File: src/rtl/lfsr_prbs_pkg.sv
// Shared definitions for the PRBS error monitor: sync-state encoding and
// the width of a per-word error popcount.
package lfsr_prbs_pkg;

    typedef enum logic {
        ST_HUNT   = 1'b0,
        ST_LOCKED = 1'b1
    } mon_state_e;

    function automatic int pcnt_width(input int data_width);
        return $clog2(data_width + 1);
    endfunction

endpackage

File: src/rtl/lfsr_prbs_popcount.sv
// Registered popcount stage: counts error bits in each checker word and
// carries the word-valid flag alongside.
module lfsr_prbs_popcount
    import lfsr_prbs_pkg::*;
#(
    parameter int DATA_WIDTH = 8,
    parameter int PW         = pcnt_width(DATA_WIDTH)
) (
    input  logic                  clk_i,
    input  logic                  rst_i,
    input  logic [DATA_WIDTH-1:0] err_i,
    input  logic                  valid_i,
    output logic [PW-1:0]         count_o,
    output logic                  valid_o
);

    logic [PW-1:0] count_d;
    logic [PW-1:0] count_q;
    logic          valid_q;

    always_comb begin
        count_d = '0;
        for (int i = 0; i < DATA_WIDTH; i++) begin
            count_d = count_d + PW'(err_i[i]);
        end
    end

    always_ff @(posedge clk_i or posedge rst_i) begin
        if (rst_i) begin
            count_q <= '0;
            valid_q <= 1'b0;
        end else begin
            count_q <= count_d;
            valid_q <= valid_i;
        end
    end

    assign count_o = count_q;
    assign valid_o = valid_q;

endmodule

File: src/rtl/lfsr_prbs_err_mon.sv
// PRBS error monitor: HUNT/LOCKED sync tracking on popcounted checker words,
// saturating totals while locked, and per-window error counts for BER.
module lfsr_prbs_err_mon
    import lfsr_prbs_pkg::*;
#(
    parameter int DATA_WIDTH   = 8,
    parameter int COUNT_WIDTH  = 32,
    parameter int WINDOW_WIDTH = 16,
    parameter int LOCK_COUNT   = 64,
    parameter int UNLOCK_COUNT = 4,
    parameter int BAD_BITS     = DATA_WIDTH / 2
) (
    input  logic                    clk_i,
    input  logic                    rst_i,
    input  logic [DATA_WIDTH-1:0]   err_in_i,
    input  logic                    err_in_valid_i,
    input  logic                    clear_i,
    input  logic [WINDOW_WIDTH-1:0] window_len_i,
    output logic                    locked_o,
    output logic                    lock_lost_o,
    output logic [COUNT_WIDTH-1:0]  err_count_o,
    output logic [COUNT_WIDTH-1:0]  bit_count_o,
    output logic [COUNT_WIDTH-1:0]  win_err_count_o,
    output logic                    win_valid_o
);

    localparam int PW  = pcnt_width(DATA_WIDTH);
    localparam int CW  = COUNT_WIDTH;
    localparam int WW  = WINDOW_WIDTH;
    localparam int CRW = $clog2(LOCK_COUNT + 1);
    localparam int BRW = $clog2(UNLOCK_COUNT + 1);

    localparam logic [PW:0]    BAD_THR  = (PW + 1)'(BAD_BITS);
    localparam logic [CRW-1:0] LOCK_THR = CRW'(LOCK_COUNT);
    localparam logic [BRW-1:0] UNLK_THR = BRW'(UNLOCK_COUNT);

    logic [PW-1:0] pc_q;
    logic          pv_q;

    lfsr_prbs_popcount #(
        .DATA_WIDTH (DATA_WIDTH),
        .PW         (PW)
    ) u_popcount (
        .clk_i   (clk_i),
        .rst_i   (rst_i),
        .err_i   (err_in_i),
        .valid_i (err_in_valid_i),
        .count_o (pc_q),
        .valid_o (pv_q)
    );

    mon_state_e     state_q, state_d;
    logic [CRW-1:0] clean_run_q, clean_run_d;
    logic [BRW-1:0] bad_run_q, bad_run_d;
    logic [CW-1:0]  err_count_q, err_count_d;
    logic [CW-1:0]  bit_count_q, bit_count_d;
    logic [CW-1:0]  win_err_count_q, win_err_count_d;
    logic [CW-1:0]  win_errs_q, win_errs_d;
    logic [WW-1:0]  win_words_q, win_words_d;
    logic           lock_lost_q, lock_lost_d;
    logic           win_valid_q, win_valid_d;

    logic [CRW-1:0] clean_inc;
    logic [BRW-1:0] bad_inc;
    logic [CW:0]    err_sum, bit_sum, win_sum;
    logic [CW-1:0]  err_sat, bit_sat, win_sat;
    logic [WW:0]    words_inc;
    logic           word_bad;
    logic           win_done;

    assign clean_inc = clean_run_q + 1'b1;
    assign bad_inc   = bad_run_q + 1'b1;
    assign word_bad  = {1'b0, pc_q} >= BAD_THR;

    assign err_sum = {1'b0, err_count_q} + (CW + 1)'(pc_q);
    assign bit_sum = {1'b0, bit_count_q} + (CW + 1)'(DATA_WIDTH);
    assign win_sum = {1'b0, win_errs_q} + (CW + 1)'(pc_q);
    assign err_sat = err_sum[CW] ? '1 : err_sum[CW-1:0];
    assign bit_sat = bit_sum[CW] ? '1 : bit_sum[CW-1:0];
    assign win_sat = win_sum[CW] ? '1 : win_sum[CW-1:0];

    // >= rather than == so a window_len shrunk below the current fill closes on the next word
    assign words_inc = {1'b0, win_words_q} + 1'b1;
    assign win_done  = words_inc >= {1'b0, window_len_i};

    always_comb begin
        state_d         = state_q;
        clean_run_d     = clean_run_q;
        bad_run_d       = bad_run_q;
        err_count_d     = err_count_q;
        bit_count_d     = bit_count_q;
        win_err_count_d = win_err_count_q;
        win_errs_d      = win_errs_q;
        win_words_d     = win_words_q;
        lock_lost_d     = 1'b0;
        win_valid_d     = 1'b0;

        if (pv_q) begin
            case (state_q)
                ST_HUNT: begin
                    if (pc_q == '0) begin
                        if (clean_inc == LOCK_THR) begin
                            state_d         = ST_LOCKED;
                            clean_run_d     = '0;
                            bad_run_d       = '0;
                            err_count_d     = '0;
                            bit_count_d     = '0;
                            win_err_count_d = '0;
                            win_errs_d      = '0;
                            win_words_d     = '0;
                        end else begin
                            clean_run_d = clean_inc;
                        end
                    end else begin
                        clean_run_d = '0;
                    end
                end
                ST_LOCKED: begin
                    err_count_d = err_sat;
                    bit_count_d = bit_sat;
                    if (window_len_i == '0) begin
                        win_errs_d  = '0;
                        win_words_d = '0;
                    end else if (win_done) begin
                        win_err_count_d = win_sat;
                        win_valid_d     = 1'b1;
                        win_errs_d      = '0;
                        win_words_d     = '0;
                    end else begin
                        win_errs_d  = win_sat;
                        win_words_d = words_inc[WW-1:0];
                    end
                    if (word_bad) begin
                        if (bad_inc == UNLK_THR) begin
                            state_d     = ST_HUNT;
                            lock_lost_d = 1'b1;
                            clean_run_d = '0;
                            bad_run_d   = '0;
                            win_errs_d  = '0;
                            win_words_d = '0;
                        end else begin
                            bad_run_d = bad_inc;
                        end
                    end else begin
                        bad_run_d = '0;
                    end
                end
                default: state_d = ST_HUNT;
            endcase
        end

        // Clear overrides any counting this cycle but leaves sync tracking alone
        if (clear_i) begin
            err_count_d     = '0;
            bit_count_d     = '0;
            win_err_count_d = '0;
            win_errs_d      = '0;
            win_words_d     = '0;
            win_valid_d     = 1'b0;
        end
    end

    always_ff @(posedge clk_i or posedge rst_i) begin
        if (rst_i) begin
            state_q         <= ST_HUNT;
            clean_run_q     <= '0;
            bad_run_q       <= '0;
            err_count_q     <= '0;
            bit_count_q     <= '0;
            win_err_count_q <= '0;
            win_errs_q      <= '0;
            win_words_q     <= '0;
            lock_lost_q     <= 1'b0;
            win_valid_q     <= 1'b0;
        end else begin
            state_q         <= state_d;
            clean_run_q     <= clean_run_d;
            bad_run_q       <= bad_run_d;
            err_count_q     <= err_count_d;
            bit_count_q     <= bit_count_d;
            win_err_count_q <= win_err_count_d;
            win_errs_q      <= win_errs_d;
            win_words_q     <= win_words_d;
            lock_lost_q     <= lock_lost_d;
            win_valid_q     <= win_valid_d;
        end
    end

    assign locked_o        = (state_q == ST_LOCKED);
    assign lock_lost_o     = lock_lost_q;
    assign err_count_o     = err_count_q;
    assign bit_count_o     = bit_count_q;
    assign win_err_count_o = win_err_count_q;
    assign win_valid_o     = win_valid_q;

endmodule

File: config.mk
export PLATFORM = sky130hd
export DESIGN_NAME = lfsr_prbs_err_mon
export DESIGN_NICKNAME = d
export VERILOG_FILES = /design/src/rtl/lfsr_prbs_pkg.sv /design/src/rtl/lfsr_prbs_popcount.sv /design/src/rtl/lfsr_prbs_err_mon.sv
export SDC_FILE = /design/constraint.sdc
export NUM_CORES = 1
export LEC_CHECK = 0
export ABC_AREA = 1
export BUFFER_PORTS_ARGS = -buffer_cell sky130_fd_sc_hd__clkbuf_2
export CAP_MARGIN = 20
export CELL_PAD_IN_SITES_DETAIL_PLACEMENT = 1
export CELL_PAD_IN_SITES_GLOBAL_PLACEMENT = 2
export CORE_ASPECT_RATIO = 0.6
export CORE_MARGIN = 1
export CORE_UTILIZATION = 37
export CTS_BUF_LIST = sky130_fd_sc_hd__clkbuf_4
export DETAILED_ROUTE_END_ITERATION = 7
export PLACE_DENSITY_LB_ADDON = 0.1
export SLEW_MARGIN = 20
export SYNTH_ARGS = -nofsm -noshare
export SYNTH_HDL_FRONTEND = slang
export SYNTH_SLANG_ARGS = --single-unit
File: constraint.sdc
create_clock -name clk_i -period 11.39 [get_ports clk_i]
set_input_delay 0.5695 -clock clk_i [delete_from_list [all_inputs] [get_ports clk_i]]
set_output_delay 0.5695 -clock clk_i [all_outputs]
set_load 0.05 [all_outputs]
Yosys cells after proc, flatten, opt, wreduce, memory -nomap -nowiden
Index checks and enable logic that the tools add are counted.

Add/subtract/negate cells: 13. Magnitude comparators: 2. Equality and inequality tests: 10. Muxes and demuxes: 56. Bitwise logic cells: 1. Reduce and logical (&&, ||, !) cells: 7.

Operator list (count): 32-bit two-way mux (19); 32-bit case mux with 2 select lines (4); 16-bit two-way mux (8); 32-bit by 4-bit adder with 33-bit output (2); 32-bit by 4-bit adder with 33-bit output (second input constant) (1); 16-bit case mux with 2 select lines (1); 7-bit two-way mux (4); 4-bit by 1-bit adder with 4-bit output (6); 16-bit by 1-bit adder with 17-bit output (second input constant) (1); 17-bit by 16-bit >= comparator with 1-bit output (1); 16-bit logical NOT (1); 7-bit case mux with 2 select lines (1); 1-bit two-way mux (13); 3-bit two-way mux (4); 3-bit inequality test (second input constant) (3); 3-bit AND reduction (3); 7-bit by 1-bit adder with 7-bit output (second input constant) (1); 7-bit equality test (second input constant) (1); 3-bit case mux with 2 select lines (1); 5-bit AND reduction (1); 4-bit by 3-bit >= comparator with 1-bit output (second input constant) (1); 4-bit logical NOT (1); 2-bit by 1-bit inequality test with 1-bit output (second input constant) (2); 2-bit inequality test (second input constant) (2); other kinds (7) (7).

Bits in registers: 162. Input port bits: 28. Output and inout port bits: 99. Word-level logic and storage cells: 101.

Longest topological paths before layout
Word-level depth: 9. Mapped depth: 19. Depth with buffers taken out: 18.

By module
From an unflattened synthesis, not the netlist that was laid out.

Cell total of the unflattened synthesis: 1500. Area, all modules: 10597.7 µm².

By module, submodules not included: lfsr_prbs_err_mon (times used 1, cells each 1465, area each 10267.3 µm², sequential area each 3878.7 µm²); lfsr_prbs_popcount (times used 1, cells each 35, area each 330.3 µm², sequential area each 125.1 µm²).

Worst setup path after synthesis
No wires, ideal clock.

Kind: input-to-reg. Start: in err_in_i[0]. End: reg u_popcount.count_q[1], in the netlist u_popcount.count_o[1]. Library setup time: 64 ps. Data arrival time: 2716 ps. Setup slack: 8609 ps. Stages: 9. Path buffers: 0. Path through: ha_1 inv_1 fa_1 fa_1 inv_1 fa_1 inv_1 fa_1 inv_1.

Word-level cells in the longest chain between the ends: 7.

RTL lines: from (decl) (RTL line lfsr_prbs_err_mon.sv:15) `input logic [DATA_WIDTH-1:0] err_in_i,`; 1-bit by 1-bit adder with 2-bit output (RTL line lfsr_prbs_popcount.sv:24) `count_d = count_d + PW'(err_i[i]);`; 4-bit by 1-bit adder with 4-bit output (6 in series) (RTL line lfsr_prbs_popcount.sv:24); via u_popcount.count_d[1] (RTL line lfsr_prbs_popcount.sv:17) `logic [PW-1:0] count_d;`; to (signal assigned) (RTL line lfsr_prbs_popcount.sv:33) `count_q <= count_d;`; to (decl) (RTL line lfsr_prbs_popcount.sv:18) `logic [PW-1:0] count_q;`.

The timed path passes the listed nets, and every way through them passes these cells. A chain may end at the register's enable or synchronous reset.

Final worst setup path
Start: reg win_words_q[0]. End: reg win_errs_q[2].

Word-level cells in the longest chain between the ends: 9.

RTL lines: from (decl) (RTL line lfsr_prbs_err_mon.sv:59) `logic [WW-1:0] win_words_q, win_words_d;`; from (signal assigned) (RTL line lfsr_prbs_err_mon.sv:183) `win_words_q <= win_words_d;`; 16-bit by 1-bit adder with 17-bit output * (RTL line lfsr_prbs_err_mon.sv:83) `assign words_inc = {1'b0, win_words_q} + 1'b1;`; 17-bit by 16-bit >= comparator with 1-bit output * (RTL line lfsr_prbs_err_mon.sv:84) `assign win_done = words_inc >= {1'b0, window_len_i};`; 32-bit two-way mux * (RTL line lfsr_prbs_err_mon.sv:124) `end else if (win_done) begin`; 32-bit two-way mux * (RTL line lfsr_prbs_err_mon.sv:121) `if (window_len_i == '0) begin`; 32-bit two-way mux (RTL line lfsr_prbs_err_mon.sv:134) `if (bad_inc == UNLK_THR) begin`; 32-bit two-way mux * (RTL line lfsr_prbs_err_mon.sv:133) `if (word_bad) begin`; 32-bit case mux with 2 select lines * (RTL line lfsr_prbs_err_mon.sv:99) `case (state_q)`; 32-bit two-way mux * (RTL line lfsr_prbs_err_mon.sv:98) `if (pv_q) begin`; 32-bit two-way mux * (RTL line lfsr_prbs_err_mon.sv:153) `if (clear_i) begin`; to (signal assigned) (RTL line lfsr_prbs_err_mon.sv:182) `win_errs_q <= win_errs_d;`; to (decl) (RTL line lfsr_prbs_err_mon.sv:58) `logic [CW-1:0] win_errs_q, win_errs_d;`.

Every way passes the cells marked *; elsewhere a longest branch is shown, timed or not. The select of a mux whose other input is x is not followed.

==> out/qor.csv <==
stage;metric;value;unit
floorplanning;DIE WIDTH;221;um
timing;Min Hold Slack;0.269;ns
critical_path;Worst Path Max Fanout;37;
routing;post-route ant nets;0;
finish;layout cells sized above 1;0.148;
synthesis;synth top area cells;dfrtp_1, nand2_1, inv_1;
routing;DR WL/cell;17.6;um
cts;Reg clk slew, reported paths;0.15;ns
power_and_ir_drop;Sw Pwr;302;uW
synthesis;post-synthesis sequential area ratio;0.374;
cts;CTS tree;yes;
power_and_ir_drop;Power Dens Cells;87.5;mW/mm2
synthesis;Yosys reg bits;160;
synthesis;count leader, synth;nand2_1;
place;Final HPWL DP;25900;um
floorplanning;Core Area;0.0280;mm2
routing;Detailed Route Iter0 Violations;629;
cts;Post-CTS Setup Inserts;0;
synthesis;most instantiated cells after synthesis;nand2_1, inv_1, dfrtp_1, nand3_1, nor2_1;
grt;vias in the first global route;10051;
timing;worst-margin pin slew;0.894;ns
floorplanning;initial core utilization;0.382;
grt;largest net degree at the start of global routing;75;
floorplanning;IO Count;127;
timing;post-layout min period;3.80;ns
cts;H-tree levels;4;
synthesis;Top FF cell, synth;dfrtp_1;
timing;Worst slew margin;0.403;
min_path;worst min-delay path class;input port to flop;
synthesis;ys async rst share;1.00;
timing;final number of hold-violating endpoints;0;
power_and_ir_drop;Pleak;0.00593;uW
synthesis;area share of the largest cell type after synthesis;0.374;
power_and_ir_drop;Comb pwr share;0.084;
routing;detailed-route via count;10176;
timing;Slew Viols, Final;0;
job;max cap viols;0;
power_and_ir_drop;sw frac;0.292;
floorplanning;die area;0.0296;mm2
cts;CTS Sinks;160;
grt;initial antenna violation count;1;
floorplanning;Die Ht;134;um
routing;drt first pass iters;8;
floorplanning;row cnt;47;
routing;WL final;34700;um
critical_path;crit end category;flop;
synthesis;syn_area_per_cell;7.20;um2
grt;first-pass GRT wire length;56000;um
timing;Setup TNS;0;ns
critical_path;WS Path Type;flop to flop;
cts;clk_lat worst skew;0.62;ns
synthesis;EDFF count, synth;0;
routing;DRC viols;0;
timing;fmax;263;MHz
critical_path;Startpoint Class;flop;
place;PortBufs;126;
synthesis;library cells used by synthesis;49;
timing;final setup fails;0;
finish;Final #Nets;1657;
finish;Fill cells;3646;
routing;drt via density;5.16;
timing;worst clock skew;0.0259;ns
run_status;status;finished clean;
power_and_ir_drop;clock share of power;0.350;
synthesis;cell accounting for the most synthesized area;dfrtp_1;
finish;Area Growth Syn to Fin;10.5;%
cts;cts bufs inserted;17;
synthesis;Post-Syn Area;0.0107;mm2
power_and_ir_drop;Sequential Power Share;0.566;
cts;clk buf depth;2;
critical_path;Worst EP required;11.91;ns
grt;GR Overflow Total;0;
timing;final period utilization;0.334;
synthesis;syn_nets;1552;
cts;CTS root buf;clkbuf_4;
timing;unrepaired setup endpoints after global routing;no;
grt;GRT Total Usage;0.241;
synthesis;synth warn;0;
synthesis;cell count after synthesis;1486;
power_and_ir_drop;VDD IR max;0.0000430;V
critical_path;Arrival @ worst endpoint;4.33;ns
power_and_ir_drop;cell-internal power;731;uW
place;GPL Wtd Cong;0.846;
## critical path: stages (launching register included)
cell     delay (ns)
dfrtp_1        0.47
ha_1           0.22
nand2_1        0.08
nor2_2         0.20
nand2_1        0.12
nor2_1         0.18
nand4_1        0.14
xnor2_1        0.26
ha_1           0.29
nand2_1        0.09
inv_1          0.06
nand2_1        0.06
a21oi_1        0.04
nor2_1         0.19
nand3_4        0.16
nor2_4         0.34
nand2_4        0.46
o21ai_0        0.34
## area by class of cell
type	instances	area, um2	share of cell area
tap	367	459	0.0389
sequential	160	4000	0.339
inverter	195	739	0.0626
clock inverter	14	143	0.0121
clock buffer	18	135	0.0114
multi-input combinational	1084	5650	0.478
antenna	1	2.50	0.000212
timing repair buffer	133	688	0.0582
## cell usage in the layout (no fill, tap or decap), drive strengths merged, types with 12 or more instances in the layout
cell type	netlist	final
nand3	147	147
clkbuf	8	144
nor3	27	27
xor2	33	33
a21oi	29	29
dfrtp	160	160
nand4	37	37
nand2	457	457
nor2	115	115
inv	195	196
or2	12	12
ha	32	32
o21ai	137	137
## metal layers
metal / vias up / track usage / part of all wire
met1: 4941 / 0.392 / 0.56
met5: - / 0 / 0
met2: 203 / 0.325 / 0.39
met4: 0 / 0.0475 / 0.0089
li1: 5007 / - / -
met3: 25 / 0.0408 / 0.046
## flip-flops by register name, summed over array words and instances (netlist names)
name	flops
clean_run_q	7
win_err_count_o	32
lock_lost_o	1
err_count_o	32
u_popcount.valid_o	1
bad_run_q	3
win_valid_o	1
bit_count_o	30
win_words_q	16
locked_o	1
u_popcount.count_o	4
win_errs_q	32
## power by group through the flow
stage / Combinational [uW] / Sequential, uW / Clock [uW]
2_1_floorplan: 62.6 / 590 / 0
3_3_place_gp: 84.8 / 595 / 0
3_5_place_dp: 88.4 / 595 / 0
4_1_cts: 89.4 / 585 / 376
5_1_grt: 101 / 586 / 391
6_report: 86.6 / 585 / 362
## kinds of logic after synthesis
family          count (synthesis)  synth area share
fa+ha+maj                      38            0.0487
buf+inv                       242            0.0989
flops                         160             0.374
simple gates                  815             0.339
compound gates                187             0.103
xor+xnor                       44            0.0360
## what timing repair did
action                                  CTS  global route
gates resized for setup                   0             0
hold buffers                              2             0
endpoints found under the setup margin    0             0
endpoints found under the hold margin    52             0
## per-stage QoR
| step | utilization | setup slack [ns] | total power (uW) | area (um2) | std cells |
|---|---|---|---|---|---|
| global route | 0.422 | 7.16 | 1080 | 11800 | 1972 |
| detailed placement | 0.411 | 7.61 | 684 | 11500 | 1937 |
| global placement | 0.411 | 7.85 | 680 | 11500 | 1937 |
| CTS | 0.422 | 7.59 | 1050 | 11800 | 1971 |
| finish | 0.422 | 7.59 | 1030 | 11800 | 1972 |
| floorplan | - | 6.50 | 653 | 10700 | 1486 |
## path summary, 6_finish.rpt
path / start / to / slack (ns) / cells past startpoint
worst max-delay path: win_words_q[0] / win_errs_q[2] / 7.59 / 17
worst min-delay path: err_in_i[5] / u_popcount.count_o[0] / 0.27 / 2
worst max register to register: win_words_q[0] / win_errs_q[2] / 7.59 / 17
worst min register to register: win_err_count_o[4] / win_err_count_o[4] / 0.51 / 2
max in group asynchronous: rst_i / err_count_o[0] / 8.98 / 5
min in group asynchronous: rst_i / u_popcount.valid_o / 0.54 / 3
Power figures use the tool's default switching activity.
